## config.mk

```make
export PLATFORM = sky130hd
export DESIGN_NAME = uart_rx
export DESIGN_NICKNAME = d
export VERILOG_FILES = /design/src/rtl/uart_pkg.sv /design/src/rtl/uart_sync_2ff.sv /design/src/rtl/uart_rx.sv
export SDC_FILE = /design/constraint.sdc
export NUM_CORES = 1
export LEC_CHECK = 0
export ABC_AREA = 1
export ABC_CLOCK_PERIOD_IN_PS = 2700
export CORE_UTILIZATION = 46
export DETAILED_ROUTE_END_ITERATION = 10
export PLACE_DENSITY_LB_ADDON = 0.25
export SETUP_SLACK_MARGIN = 0.02
export SLEW_MARGIN = 20
export SYNTH_ARGS = -nofsm -noshare
export SYNTH_HDL_FRONTEND = slang
export SYNTH_SLANG_ARGS = --single-unit
```

## constraint.sdc

```tcl
create_clock -name clk_from_FPGA -period 2.7 [get_ports clk_from_FPGA]
set_clock_uncertainty 0.05 [all_clocks]
set_input_delay 0.54 -clock clk_from_FPGA [delete_from_list [all_inputs] [get_ports clk_from_FPGA]]
set_output_delay 0.54 -clock clk_from_FPGA [all_outputs]
set_load 0.1 [all_outputs]
```

## src/rtl/uart_pkg.sv

```systemverilog
// Shared UART definitions for the pc_one receive and transmit paths.
// Baud defaults live here so both ends of the link agree.
package uart_pkg;

    localparam int CLKS_PER_BIT_DEF = 104;
    localparam int DATA_BITS_DEF    = 8;

    typedef enum logic [2:0] {
        IDLE      = 3'd0,
        START     = 3'd1,
        DATA      = 3'd2,
        STOP      = 3'd3,
        WAIT_HIGH = 3'd4
    } rx_state_t;

endpackage

```

## src/rtl/uart_sync_2ff.sv

```systemverilog
// Two-flop synchronizer for asynchronous board inputs.
// The reset value is chosen per input (idle level of the line).
module sync_2ff #(
    parameter logic RST_VAL = 1'b1
) (
    input  logic clk_from_FPGA,
    input  logic rst_from_FPGA,
    input  logic din,
    output logic dout
);

    logic meta;

    // Two back-to-back flops; dout is safe to use in the core domain.
    always_ff @(posedge clk_from_FPGA or negedge rst_from_FPGA) begin
        if (!rst_from_FPGA) begin
            meta <= RST_VAL;
            dout <= RST_VAL;
        end else begin
            meta <= din;
            dout <= meta;
        end
    end

endmodule

```

## src/rtl/uart_rx.sv

```systemverilog
// 8N1 UART receiver with mid-bit sampling and a one-deep holding register.
// Frame and overrun errors are reported as single-cycle pulses.
module uart_rx
    import uart_pkg::*;
#(
    parameter int CLKS_PER_BIT = CLKS_PER_BIT_DEF,
    parameter int DATA_BITS    = DATA_BITS_DEF
) (
    input  logic                 clk_from_FPGA,
    input  logic                 rst_from_FPGA,
    input  logic                 uart_rx_pin_for_FPGA,
    output logic [DATA_BITS-1:0] rx_data,
    output logic                 rx_valid,
    input  logic                 rx_ready,
    output logic                 frame_err,
    output logic                 overrun_err,
    output logic                 busy
);

    localparam int CW = $clog2(CLKS_PER_BIT);
    localparam int IW = $clog2(DATA_BITS + 1);
    localparam logic [CW-1:0] HALF_END = CW'(CLKS_PER_BIT / 2 - 1);
    localparam logic [CW-1:0] BIT_END  = CW'(CLKS_PER_BIT - 1);
    localparam logic [IW-1:0] LAST_IDX = IW'(DATA_BITS - 1);

    rx_state_t            state_q, state_d;
    logic [CW-1:0]        cnt_q, cnt_d;
    logic [IW-1:0]        idx_q, idx_d;
    logic [DATA_BITS-1:0] sh_q, sh_d;
    logic                 rxs, rxs_q;
    logic                 done_q, done_d;
    logic                 ferr_d;

    sync_2ff #(.RST_VAL(1'b1)) u_sync (
        .clk_from_FPGA (clk_from_FPGA),
        .rst_from_FPGA (rst_from_FPGA),
        .din           (uart_rx_pin_for_FPGA),
        .dout          (rxs)
    );

    assign busy = (state_q != IDLE);

    // Frame sequencing: start check, data shifting, stop check.
    always_comb begin
        state_d = state_q;
        cnt_d   = cnt_q;
        idx_d   = idx_q;
        sh_d    = sh_q;
        done_d  = 1'b0;
        ferr_d  = 1'b0;
        unique case (state_q)
            IDLE: begin
                if (rxs_q && !rxs) begin
                    state_d = START;
                    cnt_d   = '0;
                end
            end
            START: begin
                if (cnt_q == HALF_END) begin
                    cnt_d   = '0;
                    idx_d   = '0;
                    state_d = rxs ? IDLE : DATA;
                end else begin
                    cnt_d = cnt_q + CW'(1);
                end
            end
            DATA: begin
                if (cnt_q == BIT_END) begin
                    cnt_d = '0;
                    idx_d = idx_q + IW'(1);
                    sh_d  = (sh_q >> 1)
                          | (DATA_BITS'(rxs) << (DATA_BITS - 1));
                    if (idx_q == LAST_IDX) begin
                        state_d = STOP;
                    end
                end else begin
                    cnt_d = cnt_q + CW'(1);
                end
            end
            STOP: begin
                if (cnt_q == BIT_END) begin
                    cnt_d = '0;
                    if (rxs) begin
                        state_d = IDLE;
                        done_d  = 1'b1;
                    end else begin
                        state_d = WAIT_HIGH;
                        ferr_d  = 1'b1;
                    end
                end else begin
                    cnt_d = cnt_q + CW'(1);
                end
            end
            WAIT_HIGH: begin
                if (rxs) begin
                    state_d = IDLE;
                end
            end
            default: state_d = IDLE;
        endcase
    end

    // Receiver state, counters, shift register and edge-detect history.
    always_ff @(posedge clk_from_FPGA or negedge rst_from_FPGA) begin
        if (!rst_from_FPGA) begin
            state_q   <= IDLE;
            cnt_q     <= '0;
            idx_q     <= '0;
            sh_q      <= '0;
            rxs_q     <= 1'b1;
            done_q    <= 1'b0;
            frame_err <= 1'b0;
        end else begin
            state_q   <= state_d;
            cnt_q     <= cnt_d;
            idx_q     <= idx_d;
            sh_q      <= sh_d;
            rxs_q     <= rxs;
            done_q    <= done_d;
            frame_err <= ferr_d;
        end
    end

    // Holding register: load a finished byte unless it would clobber one.
    always_ff @(posedge clk_from_FPGA or negedge rst_from_FPGA) begin
        if (!rst_from_FPGA) begin
            rx_data     <= '0;
            rx_valid    <= 1'b0;
            overrun_err <= 1'b0;
        end else begin
            overrun_err <= 1'b0;
            if (done_q) begin
                if (!rx_valid || rx_ready) begin
                    rx_data  <= sh_q;
                    rx_valid <= 1'b1;
                end else begin
                    overrun_err <= 1'b1;
                end
            end else if (rx_valid && rx_ready) begin
                rx_valid <= 1'b0;
            end
        end
    end

endmodule
```

==> results of run 1 <==
per-layer routing:
| metal | up-vias | global-route usage, % |
|---|---|---|
| li1 | 726 | - |
| met1 | 662 | 25.2 |
| met2 | 30 | 27.7 |
| met3 | 2 | 5.56 |
| met4 | 0 | 6.52 |
| met5 | - | 0 |
kinds of logic after synthesis:
family | count (synthesis)
and+or+nand+nor | 118
DFF | 37
buffers and inverters | 34
AOI/OAI and AO/OA | 21
xor gates and xnor gates | 3
adders and majority gates | 3
muxes | 1
worst register-to-register path, delay by kind of cell (launching register included):
family,cells,cell delay [ns]
adders and majority gates,1,0.23
DFF,1,0.47
and+or+nand+nor,7,0.96
flip-flops by register name, indices dropped and copies added, names as in the netlist:
| name | cells |
|---|---|
| cnt_q | 7 |
| done_q | 1 |
| frame_err | 1 |
| idx_q | 4 |
| overrun_err | 1 |
| rx_data | 8 |
| rx_valid | 1 |
| rxs_q | 1 |
| sh_q | 8 |
| state_q | 3 |
| u_sync.dout | 1 |
| u_sync.meta | 1 |
cells in the mapped netlist:
library cell	instances
dfstp_2	3
buf_2	2
o21ai_1	3
ha_1	3
o211ai_1	1
nor2_1	13
nor2_2	5
a21oi_2	2
clkbuf_1	1
clkinv_1	1
dfrtp_1	34
o21ai_2	8
mux2_2	1
nand2_2	3
nand2_4	2
nand3_1	27
nor3_1	3
inv_1	23
nand4_1	4
nor2_4	1
o21ai_0	7
xor2_1	3
inv_2	6
nand3_2	2
nor3_4	1
nand2_1	57
buf_6	1
stage by stage:
stage	utilization, %	worst slack (ns)	area [sq um]	cells
5_1_grt	56.5	0.665	2120	284
3_3_place_gp	53.3	0.792	2000	276
6_report	56.5	0.768	2120	284
4_1_cts	56.5	0.742	2120	284
2_1_floorplan	-	0.836	1850	217
3_5_place_dp	53.3	0.782	2000	276
worst paths after layout:
kind / endpoint / cells after the start
hold / removal: u_sync.dout$_DFF_PN1_ / 0
min in group asynchronous: cnt_q[6]$_DFFE_PN0P_ / 1
max in group asynchronous: idx_q[1]$_DFFE_PN0P_ / 1
hold reg to reg: u_sync.dout$_DFF_PN1_ / 0
setup reg to reg: idx_q[2]$_DFFE_PN0P_ / 8
setup / recovery: busy / 3
power breakdown:
part | internal [mW] | total (mW) | switching (mW)
logic | 0.173 | 0.564 | 0.391
registers | 0.608 | 0.699 | 0.0911
clock network | 0.300 | 0.496 | 0.195
area by class of cell:
cell class / count / area share [%]
Sequential cell: 37 / 43.9
Multi-Input combinational cell: 146 / 36.8
Timing Repair Buffer: 15 / 5.44
Inverter: 30 / 5.32
Clock buffer: 6 / 3.90
Tap cell: 48 / 2.84
Clock inverter: 2 / 1.77
==> reports/qor.csv, run 1 <==
metric;value;unit
status;finished clean;
crit end category;output port;
drt wl/cell;11.8;microns
DRC errors left;0;
Min Clock Period, post-route;1.93;ns
CTS resizes;0;
fraction of layout cells with a size suffix above 1;23.3;%
pin slew with the least headroom to its limit;0.898;ns
CTS tree;built;
Synth area leaders;dfrtp_1 46%, nand2_1 12%, nand3_1 7.3%;
TNS Setup;0;ns
final hold slack;0.307;ns
DIE WIDTH;65.3;microns
Reg-to-Reg Start;cnt_q[0]$_DFFE_PN0P_;
Avg Vias per Cell;5.00;
clock tree buffer depth;2;
Critical Path Start Type;flop;
setup violators final;0;
setup bufs post-CTS;0;
pin count of the biggest net entering global routing;38;
syn_area_per_cell;8.50;sq um
hold crit path type;reg -> reg;
Pre-Repair DR Iteration Count;4;
CTS Hold Bufs;0;
CP Launch Point;state_q[2]$_DFFE_PN0P_;
Routed WL;3340;microns
CP max-delay cell;dfrtp_1;
Nets;242;
Cell variety after synth;27;
number of global-route vias before repair;1382;
post-synth top area share;46.1;%
Arr. time, crit path;1.34;ns
count of buffer and inverter cells on the critical path;2;
area taken by multi-input logic gates;778;sq um
worst-path fanout max;7;
Ant. Diodes;0;
Ys Warns;0;
total gr overflow;0;
WP data required;2.11;ns
Post-Synth XOR/XNOR Area;1.42;%
Max IR drop VDD;358;uV
largest family of logic cells by synthesized area;simple AND/OR/NAND/NOR gates;
gr usage total;18.5;%
Rel. slew slack;40.1;%
# clock sinks;37;
post-synthesis mux area share;0.610;%
Final Hold Viols;0;
Placer Congestion;0.855;
critical path cell sequence;inv_1 -> nand2_1 -> buf_4;
hold_sp;u_sync.meta$_DFF_PN1_;
area leader, netlist;dfrtp_1;
TritonCTS buffer count;5;
CP Class;reg -> out;
Initial Util;49.3;%
Fillers;351;
Synth Register Bits;37;
Chip Height;65.3;microns
met3 WL;148;microns
Simple-Gate Fraction of Synth Area;30.2;%
LEAKAGE;1.03;nW
worst-skew pair later-pin latency;0.28;ns
metal1 wirelength;1650;microns
DIE AREA;4270;sq um
CTS root buffer;clkbuf_8;
dpl hpwl;2480;microns
H-tree Lvls;2;
clock-pin slew on the worst setup and hold paths;0.07;ns
met2 wire length;1520;microns
Crit path max-delay family;flip-flops;
Synth-to-Final Area Change;14.6;%
vias;1420;
highest routed layer;met4;
Post-Synth Adder-Cell Area;2.03;%
max-cap viol count;0;
Mapped Cells;217;
post-synthesis compound-gate area fraction;7.86;%
Synthesized Nets;224;
setup slack, reg-to-reg;0.87;ns
sequential share of the synthesized area;50.4;%
IO Pins;16;
DR iter-0 viols;119;
Final Cycle Share;71.5;%
PD cells;831;nW/um^2
global-route wire length before repair;5950;microns
Tot Pwr;1.76;mW
total core area;3740;sq um
Final Max Tran Viols;0;
max frequency;518;MHz
Mapped Area;1850;sq um
register area;930;sq um
Port Buf Inserts;15;
most common cell after layout, fill and taps aside;nand2_1;
most frequent cells in the layout;57 x nand2_1, 34 x dfrtp_1, 27 x nand3_1, 23 x inv_1, 13 x nor2_1;
initial antenna violation count;0;
RSZ-0062 raised after global routing;no;
Worst path max stage delay;0.57;ns
Routed Antenna Nets;0;
Placement Rows;22;
No activity file was read; power rests on OpenSTA's default activity.
==> run 2: changes to the inputs <==
--- a/config.mk
+++ b/config.mk
@@ -6,7 +6,7 @@
 export NUM_CORES = 1
 export LEC_CHECK = 0
 export ABC_AREA = 1
-export ABC_CLOCK_PERIOD_IN_PS = 2700
+export ABC_CLOCK_PERIOD_IN_PS = 1600
 export CORE_UTILIZATION = 46
 export DETAILED_ROUTE_END_ITERATION = 10
 export PLACE_DENSITY_LB_ADDON = 0.25
==> constraint.sdc (replaced) <==
create_clock -name clk_from_FPGA -period 1.6 [get_ports clk_from_FPGA]
set_clock_uncertainty 0.05 [all_clocks]
set_input_delay 0.32 -clock clk_from_FPGA [delete_from_list [all_inputs] [get_ports clk_from_FPGA]]
set_output_delay 0.32 -clock clk_from_FPGA [all_outputs]
set_load 0.1 [all_outputs]
==> reports/qor.csv, run 2 (synthesized netlist as in run 1, its figures left out) <==
metric;value;unit
pin slew with the least headroom to its limit;0.332;ns
Critical Path Start Type;flop;
total gr overflow;0;
initial antenna violation count;0;
vias;1456;
placed insts;285;
register area;935;sq um
setup violators final;0;
global-route wire length before repair;6000;microns
Sw Share;40.5;%
Arr. time, crit path;1.16;ns
worst-skew pair later-pin latency;0.30;ns
H-tree Lvls;2;
most frequent cells in the layout;56 x nand2_1, 30 x dfrtp_1, 27 x nand3_1, 23 x inv_1, 13 x buf_12;
drt wl/cell;11.7;microns
TNS Setup;0;ns
TritonCTS buffer count;5;
crit end category;output port;
met2 wire length;1600;microns
max frequency;652;MHz
Min Clock Period, post-route;1.53;ns
# clock sinks;37;
clock tree buffer depth;2;
metal1 wirelength;1620;microns
Final Util;62.7;%
status;finished clean;
final hold slack;0.308;ns
clock-pin slew on the worst setup and hold paths;0.07;ns
total core area;3740;sq um
Avg Vias per Cell;4.95;
Placer Congestion;0.850;
Chip Height;65.3;microns
Final Max Tran Viols;0;
Reg2Reg Depth;7;
largest registers;rx_data (8), sh_q (8), cnt_q (7);
most common cell after layout, fill and taps aside;nand2_1;
hold crit path type;reg -> reg;
Non-Filler Instances;294;
area taken by multi-input logic gates;798;sq um
setup bufs post-CTS;0;
Reg power frac;39.6;%
Internal;1.74;mW
LEAKAGE;1.09;nW
Design Area, Final;2350;sq um
Port Buf Inserts;15;
fraction of layout cells with a size suffix above 1;28.9;%
DP Area;2230;sq um
PD cells;1240;nW/um^2
DR iter-0 viols;50;
number of global-route vias before repair;1350;
DIE AREA;4270;sq um
dpl hpwl;2650;microns
Final Cycle Share;95.9;%
met3 WL;159;microns
RSZ-0062 raised after global routing;no;
highest routed layer;met4;
CTS root buffer;clkbuf_8;
gr usage total;19.0;%
Psw;1.18;mW
max-cap viol count;0;
Max IR drop VDD;921;uV
Combinational Power Share;38.6;%
DIE WIDTH;65.3;microns
IO Pins;16;
WP data required;1.23;ns
DRC errors left;0;
CP Class;reg -> out;
CTS tree;built;
Routed Antenna Nets;0;
Initial Util;49.3;%
Fillers;320;
Routed WL;3430;microns
Nets;252;
Ant. Diodes;0;
Placement Rows;22;
Pre-Repair DR Iteration Count;4;
Synth-to-Final Area Change;27.2;%
worst-path fanout max;7;
Final Hold Viols;0;
pin count of the biggest net entering global routing;25;
Rel. slew slack;77.9;%
Clk pwr share;21.8;%
Worst Hold Depth;0;
[run 2: cell count changes in the layout (fill, tap and decap cells not counted), sizes merged]
cell         previous run  this run
buf                    12        22
bufinv                  1         0
clkbuf                  7         5
clkinv                  1         3
dlygate4sd3             0         1
[run 2: power groups by stage]
stage	logic [mW]	registers (mW)	clock network, mW
floorplan	0.803	1.14	0
global placement	1.09	1.16	0
detailed placement	1.11	1.16	0
CTS	1.12	1.15	0.657
global route	1.24	1.17	0.694
finish	1.13	1.16	0.636
[run 2: through the flow]
step           total power, mW  setup WS [ns]
6_report                  2.92         0.0654
5_1_grt                   3.10         0.0252
4_1_cts                   2.92         0.0581
3_5_place_dp              2.27        -0.0458
3_3_place_gp              2.25         0.0399
2_1_floorplan             1.94          0.110
[run 2: worst max-delay path, cell delays in order, from the launching register on]
cell and delay, ns:
dfrtp_2 0.50, inv_1 0.10, nand2_2 0.10, buf_12 0.17
[run 2: timing repair]
| item | 4_1_cts | 5_1_grt |
|---|---|---|
| endpoints found under the setup margin | 1 | 18 |
| hold buffers | 1 | 0 |
| endpoints found under the hold margin | 11 | 0 |
| gates resized for setup | 3 | 4 |
[run 2: worst paths after layout]
check / endpoint / start / slack [ns]
setup reg to reg: sh_q[0]$_DFFE_PN0P_ / cnt_q[0]$_DFFE_PN0P_ / 0.15
max in group asynchronous: rxs_q$_DFF_PN1_ / rst_from_FPGA / 0.59
min in group asynchronous: cnt_q[0]$_DFFE_PN0P_ / rst_from_FPGA / 0.41
hold / removal: u_sync.dout$_DFF_PN1_ / u_sync.meta$_DFF_PN1_ / 0.31
setup / recovery: busy / state_q[2]$_DFFE_PN0P_ / 0.07
hold reg to reg: u_sync.dout$_DFF_PN1_ / u_sync.meta$_DFF_PN1_ / 0.31
[run 2: area by class of cell]
class / instances / share of cell area [%]
inverters: 30 / 4.80
multi-input cells: 146 / 34.0
clock inverters: 3 / 0.746
repair buffers: 25 / 15.1
well taps: 48 / 2.56
clock buffers: 5 / 2.93
flip-flops and latches: 37 / 39.8
[run 2: per-layer routing]
metal	global-route usage [%]	vias to the layer above
li1	-	749
met1	25.3	667
met5	0	-
met3	5.73	6
met4	10.3	0
met2	27.7	34
==> RTL change 1: new RTL, config.mk and constraints of run 2 <==
`RST_VAL` is set to 1'b1 in 2 places; all go to 1'b0.
--- a/src/rtl/uart_sync_2ff.sv
+++ b/src/rtl/uart_sync_2ff.sv
@@ -1,7 +1,7 @@
 // Two-flop synchronizer for asynchronous board inputs.
 // The reset value is chosen per input (idle level of the line).
 module sync_2ff #(
-    parameter logic RST_VAL = 1'b1
+    parameter logic RST_VAL = 1'b0
 ) (
     input  logic clk_from_FPGA,
     input  logic rst_from_FPGA,
--- a/src/rtl/uart_rx.sv
+++ b/src/rtl/uart_rx.sv
@@ -31,7 +31,7 @@
     logic                 done_q, done_d;
     logic                 ferr_d;
 
-    sync_2ff #(.RST_VAL(1'b1)) u_sync (
+    sync_2ff #(.RST_VAL(1'b0)) u_sync (
         .clk_from_FPGA (clk_from_FPGA),
         .rst_from_FPGA (rst_from_FPGA),
         .din           (uart_rx_pin_for_FPGA),
Check against the original RTL: not equivalent (Yosys sat finds a counterexample within 4 cycles, from zero or initial values and one cycle with rst_from_FPGA low).
==> RTL change 1 against run 2 <==
- total power grew 12%
- clock power up 51%
- fmax decreased by 0.49%
- setup slack got worse by 0.0075 ns
- sequential cell count unchanged
- wire length decreased by 1.1%
- synthesized area is 0.14% lower
- cell area grew 2.6%
- sequential share of layout area down 1.2 points
- first-iteration DRC count is 26% higher
- final cell count is 1.4% higher
==> RTL change 1: results (changes against run 2) <==
most frequent cells after synthesis - nand2_1, dfrtp_1, nand3_1, inv_1, nor2_1
All-Layer GR Usage - 0.189 (-0.00114)
compound-gate portion of the synthesized area - 0.0788 (+0.000107)
clock insertion delay at the later pin of the skew report - 0.29 ns
vias in the first global route - 1393 (+3.2%)
hold path cells - 0 (unchanged)
Static Leakage - 1.14 nW (+4.6%)
sequential share of the synthesized area - 0.503 (-0.000674)
Final GP Congestion - 0.867 (+2.0%)
per-cell routed wire length - 11.4 um (-2.4%)
initial drt markers - 63 (+26%)
Post-DP HPWL - 2660 um (+0.65%)
Mean Syn Cell Area - 8.49 um^2 (-0.14%)
Resized cells post-CTS - 0 (-3)
CP max-delay cell - dfrtp_1
Hold Path End - u_sync.dout$_DFF_PN0_
Worst IR Drop VDD - 1.38 mV (+50%)
min-delay src - u_sync.meta$_DFF_PN0_
CP max stage delay - 0.48 ns (-0.02 ns)
layout cell share with drive strength beyond 1 - 0.280 (-0.00862)
outcome - complete, no violations
reg2reg end - sh_q[5]$_DFFE_PN0P_
mux contribution to synthesized area - 0.00611 (+0.00000828)
DP Worst Slack - 0.106 ns (+0.151 ns)
CP startpoint - state_q[1]$_DFFE_PN0P_
hold_buf cts - 1 (unchanged)
worst-path maximum fanout - 6 (-1)
Adder-Cell Fraction of Synth Area - 0.0204 (+0.0000276)
WP data arrival - 1.17 ns
top post-synthesis cells by area - dfrtp_1, nand2_1, nand3_1
vias - 1493 (+2.5%)
worst hold margin - 0.311 ns (+0.00289 ns)
first-pass GRT wire length - 6090 um (+1.6%)
xor/xnor cell area share of the yosys netlist - 0.0143 (+0.0000193)
placed cell areas - 2260 um^2 (+1.2%)
nets - 256 (+1.6%)
Netlist cell types - 27 (unchanged)
relative slew slack - 0.759 (-0.0195)
Placed Instances - 289 (+1.4%)
Clk pin slew, worst setup/hold paths - 0.07 ns (about the same)
highest clock rate - 0.648 GHz (-0.49%)
==> RTL change 1: changes by cell type after synthesis, sizes merged <==
cell,run 2,this run
dfstp,3,1
dfrtp,34,36
==> RTL change 1: metal layers <==
layer  GRT usage  routed length (um)
met5           0                   0
met4      0.0897                  78
met3      0.0417                 148
met2       0.302                1590
met1       0.244                1580
==> RTL change 1: where the power goes <==
part	total (mW)	internal, mW	switching [mW]
combinational	1.17	0.439	0.729
clock	0.962	0.627	0.335
sequential	1.13	1.02	0.109
==> RTL change 1: area by class of cell <==
cell class / instances / area, um^2
Clock buffer: 5 / 68.8
Clock inverter: 3 / 68.8
Fill cell: 330 / 1340
Inverter: 30 / 113
Multi-Input combinational cell: 146 / 783
Sequential cell: 37 / 930
Tap cell: 48 / 60.1
Timing Repair Buffer: 29 / 385
==> RTL change 1: cell families after synthesis <==
group | Yosys count
AOI/OAI and AO/OA | 21
and+or+nand+nor | 118
xor gates and xnor gates | 3
adders and majority gates | 3
muxes | 1
buffers and inverters | 34
DFF | 37
==> RTL change 2: new RTL, config.mk and constraints of run 2 <==
Without the edit above. Encoding of `rx_state_t`: now one-hot (5 bits for 5 states).
--- a/src/rtl/uart_pkg.sv
+++ b/src/rtl/uart_pkg.sv
@@ -5,12 +5,12 @@
     localparam int CLKS_PER_BIT_DEF = 104;
     localparam int DATA_BITS_DEF    = 8;
 
-    typedef enum logic [2:0] {
-        IDLE      = 3'd0,
-        START     = 3'd1,
-        DATA      = 3'd2,
-        STOP      = 3'd3,
-        WAIT_HIGH = 3'd4
+    typedef enum logic [4:0] {
+        IDLE      = 5'b00001,
+        START     = 5'b00010,
+        DATA      = 5'b00100,
+        STOP      = 5'b01000,
+        WAIT_HIGH = 5'b10000
     } rx_state_t;
 
 endpackage
Behaviour: same outputs for any inputs over 10 cycles, from zero or initial values and one cycle with rst_from_FPGA low; not proved beyond that.
==> RTL change 2 against run 2 <==
- the run now ends with negative setup slack left
- cell area grew 12%
- critical path depth grew 2
- non-clock buffer count grew 14
- wire length grew 13%
- setup slack lost 0.089 ns
- synthesized area grew 2.9%
- final cell count grew 4.8%
- total power grew 22%
- first-iteration DRC count grew 70%
- register-to-register slack lost 0.13 ns
- global-route usage grew 0.59 points
- sequential cell count grew 2
- highest routed layer unchanged
==> RTL change 2: results (changes against run 2) <==
outcome - finished with violations
failing checks - negative setup slack
nets - 265 (+5.2%)
met3 usage - 0.0569 (-0.000395)
most frequent cells after synthesis - nand2_1, dfrtp_1, inv_1, nor2_1, nand3_1
vias - 1539 (+5.7%)
initial antenna violation count - 0 (unchanged)
sequential share of the synthesized area - 0.516 (+0.0127)
Routed met3 length - 211 um (+33%)
reg2reg end - state_q[2]$_DFFE_PN0P_
largest net degree at the start of global routing - 25 (unchanged)
Hold Path End - u_sync.dout$_DFF_PN1_
Synth async-reset ratio - 1.00 (unchanged)
Netlist cell types - 30 (+11%)
Resized cells post-CTS - 7 (+4)
final setup TNS - -0.0239 ns (-0.0239 ns)
first-pass GRT wire length - 6470 um (+7.8%)
Post-DP HPWL - 2550 um (-3.6%)
Yosys top cell by area - dfrtp_1
WP data arrival - 1.25 ns (+0.09 ns)
relative slew slack - 0.742 (-0.0366)
Final GP Congestion - 0.874 (+2.8%)
hold path cells - 0 (unchanged)
FF-to-FF Start - state_q[0]$_DFFE_PN1P_
Worst IR Drop VDD - 1.16 mV (+26%)
post-layout worst setup margin - -0.0239 ns (-0.0892 ns)
DP Worst Slack - 0.0582 ns (+0.104 ns)
Placed Instances - 287 (+0.70%)
CTS max path bufs - 2 (unchanged)
final WL - 3880 um (+13%)
worst hold margin - 0.310 ns (+0.00220 ns)
global routing usage on met1 - 0.260 (+0.00709)
layout cell share with drive strength beyond 1 - 0.385 (+0.0960)
placed cell areas - 2320 um^2 (+4.1%)
reg2reg setup slack - 0.02 ns (-0.13 ns)
Setup Buffers After CTS - 7 (+7)
Clk pin slew, worst setup/hold paths - 0.07 ns (about the same)
Routed met1 length - 1780 um (+9.7%)
clock insertion delay at the later pin of the skew report - 0.29 ns
final setup fails - 1 (+1)
initial drt markers - 85 (+70%)
top post-synthesis cells by area - dfrtp_1, nand2_1, dfstp_2
met2 WL - 1830 um (+14%)
Gate Count Post-Synth - 215 (-0.92%)
worst-path maximum fanout - 4 (-3)
Hold WC Path Type - flip-flop to flip-flop
met2 Use GR - 0.316 (+0.0393)
All-Layer GR Usage - 0.196 (+0.00588)
Via-to-Cell Ratio - 5.00 (+0.90%)
Static Leakage - 1.22 nW (+11%)
CP Launch Type - flip-flop
[RTL change 2: cells by family (layout without fill, tap and decap cells)]
logic type | after synthesis | after routing | share of synthesized area
buf+inv | 30 | 74 | 0.0639
fa+ha+maj | 2 | 2 | 0.0132
xor+xnor | 4 | 4 | 0.0184
mux | 1 | 1 | 0.00593
flops | 39 | 39 | 0.516
compound gates | 22 | 23 | 0.0797
simple gates | 117 | 117 | 0.302
[RTL change 2: critical path: stages (launching register included)]
cell and delay (ns):
dfrtp_2 0.46, inv_2 0.10, nand3_2 0.09, nor2_4 0.10, inv_2 0.05, buf_12 0.16
[RTL change 2: worst max-delay path by stage]
stage / startpoint / end / slack, ns / depth (start not counted)
finish: state_q[1]$_DFFE_PN0P_ / busy / -0.02 / 5
global placement: state_q[0]$_DFFE_PN1P_ / state_q[2]$_DFFE_PN0P_ / 0.07 / 7
CTS: state_q[0]$_DFFE_PN1P_ / state_q[2]$_DFFE_PN0P_ / -0.007 / 8
detailed placement: state_q[0]$_DFFE_PN1P_ / state_q[2]$_DFFE_PN0P_ / 0.06 / 7
global route: state_q[1]$_DFFE_PN0P_ / busy / -0.08 / 5
floorplan: state_q[2]$_DFFE_PN0P_ / busy / 0.02 / 4
[RTL change 2: cell type report]
class	instances	area, um^2
Clock buffer	5	68.8
Clock inverter	3	43.8
Fill cell	287	1180
Inverter	27	106
Multi-Input combinational cell	147	876
Sequential cell	39	985
Tap cell	48	60.1
Timing Repair Buffer	39	480
[RTL change 2: where the power goes]
group | switching, mW | total, mW | internal [mW]
Sequential | 0.0849 | 1.17 | 1.08
Clock | 0.349 | 0.813 | 0.464
Combinational | 0.952 | 1.58 | 0.633
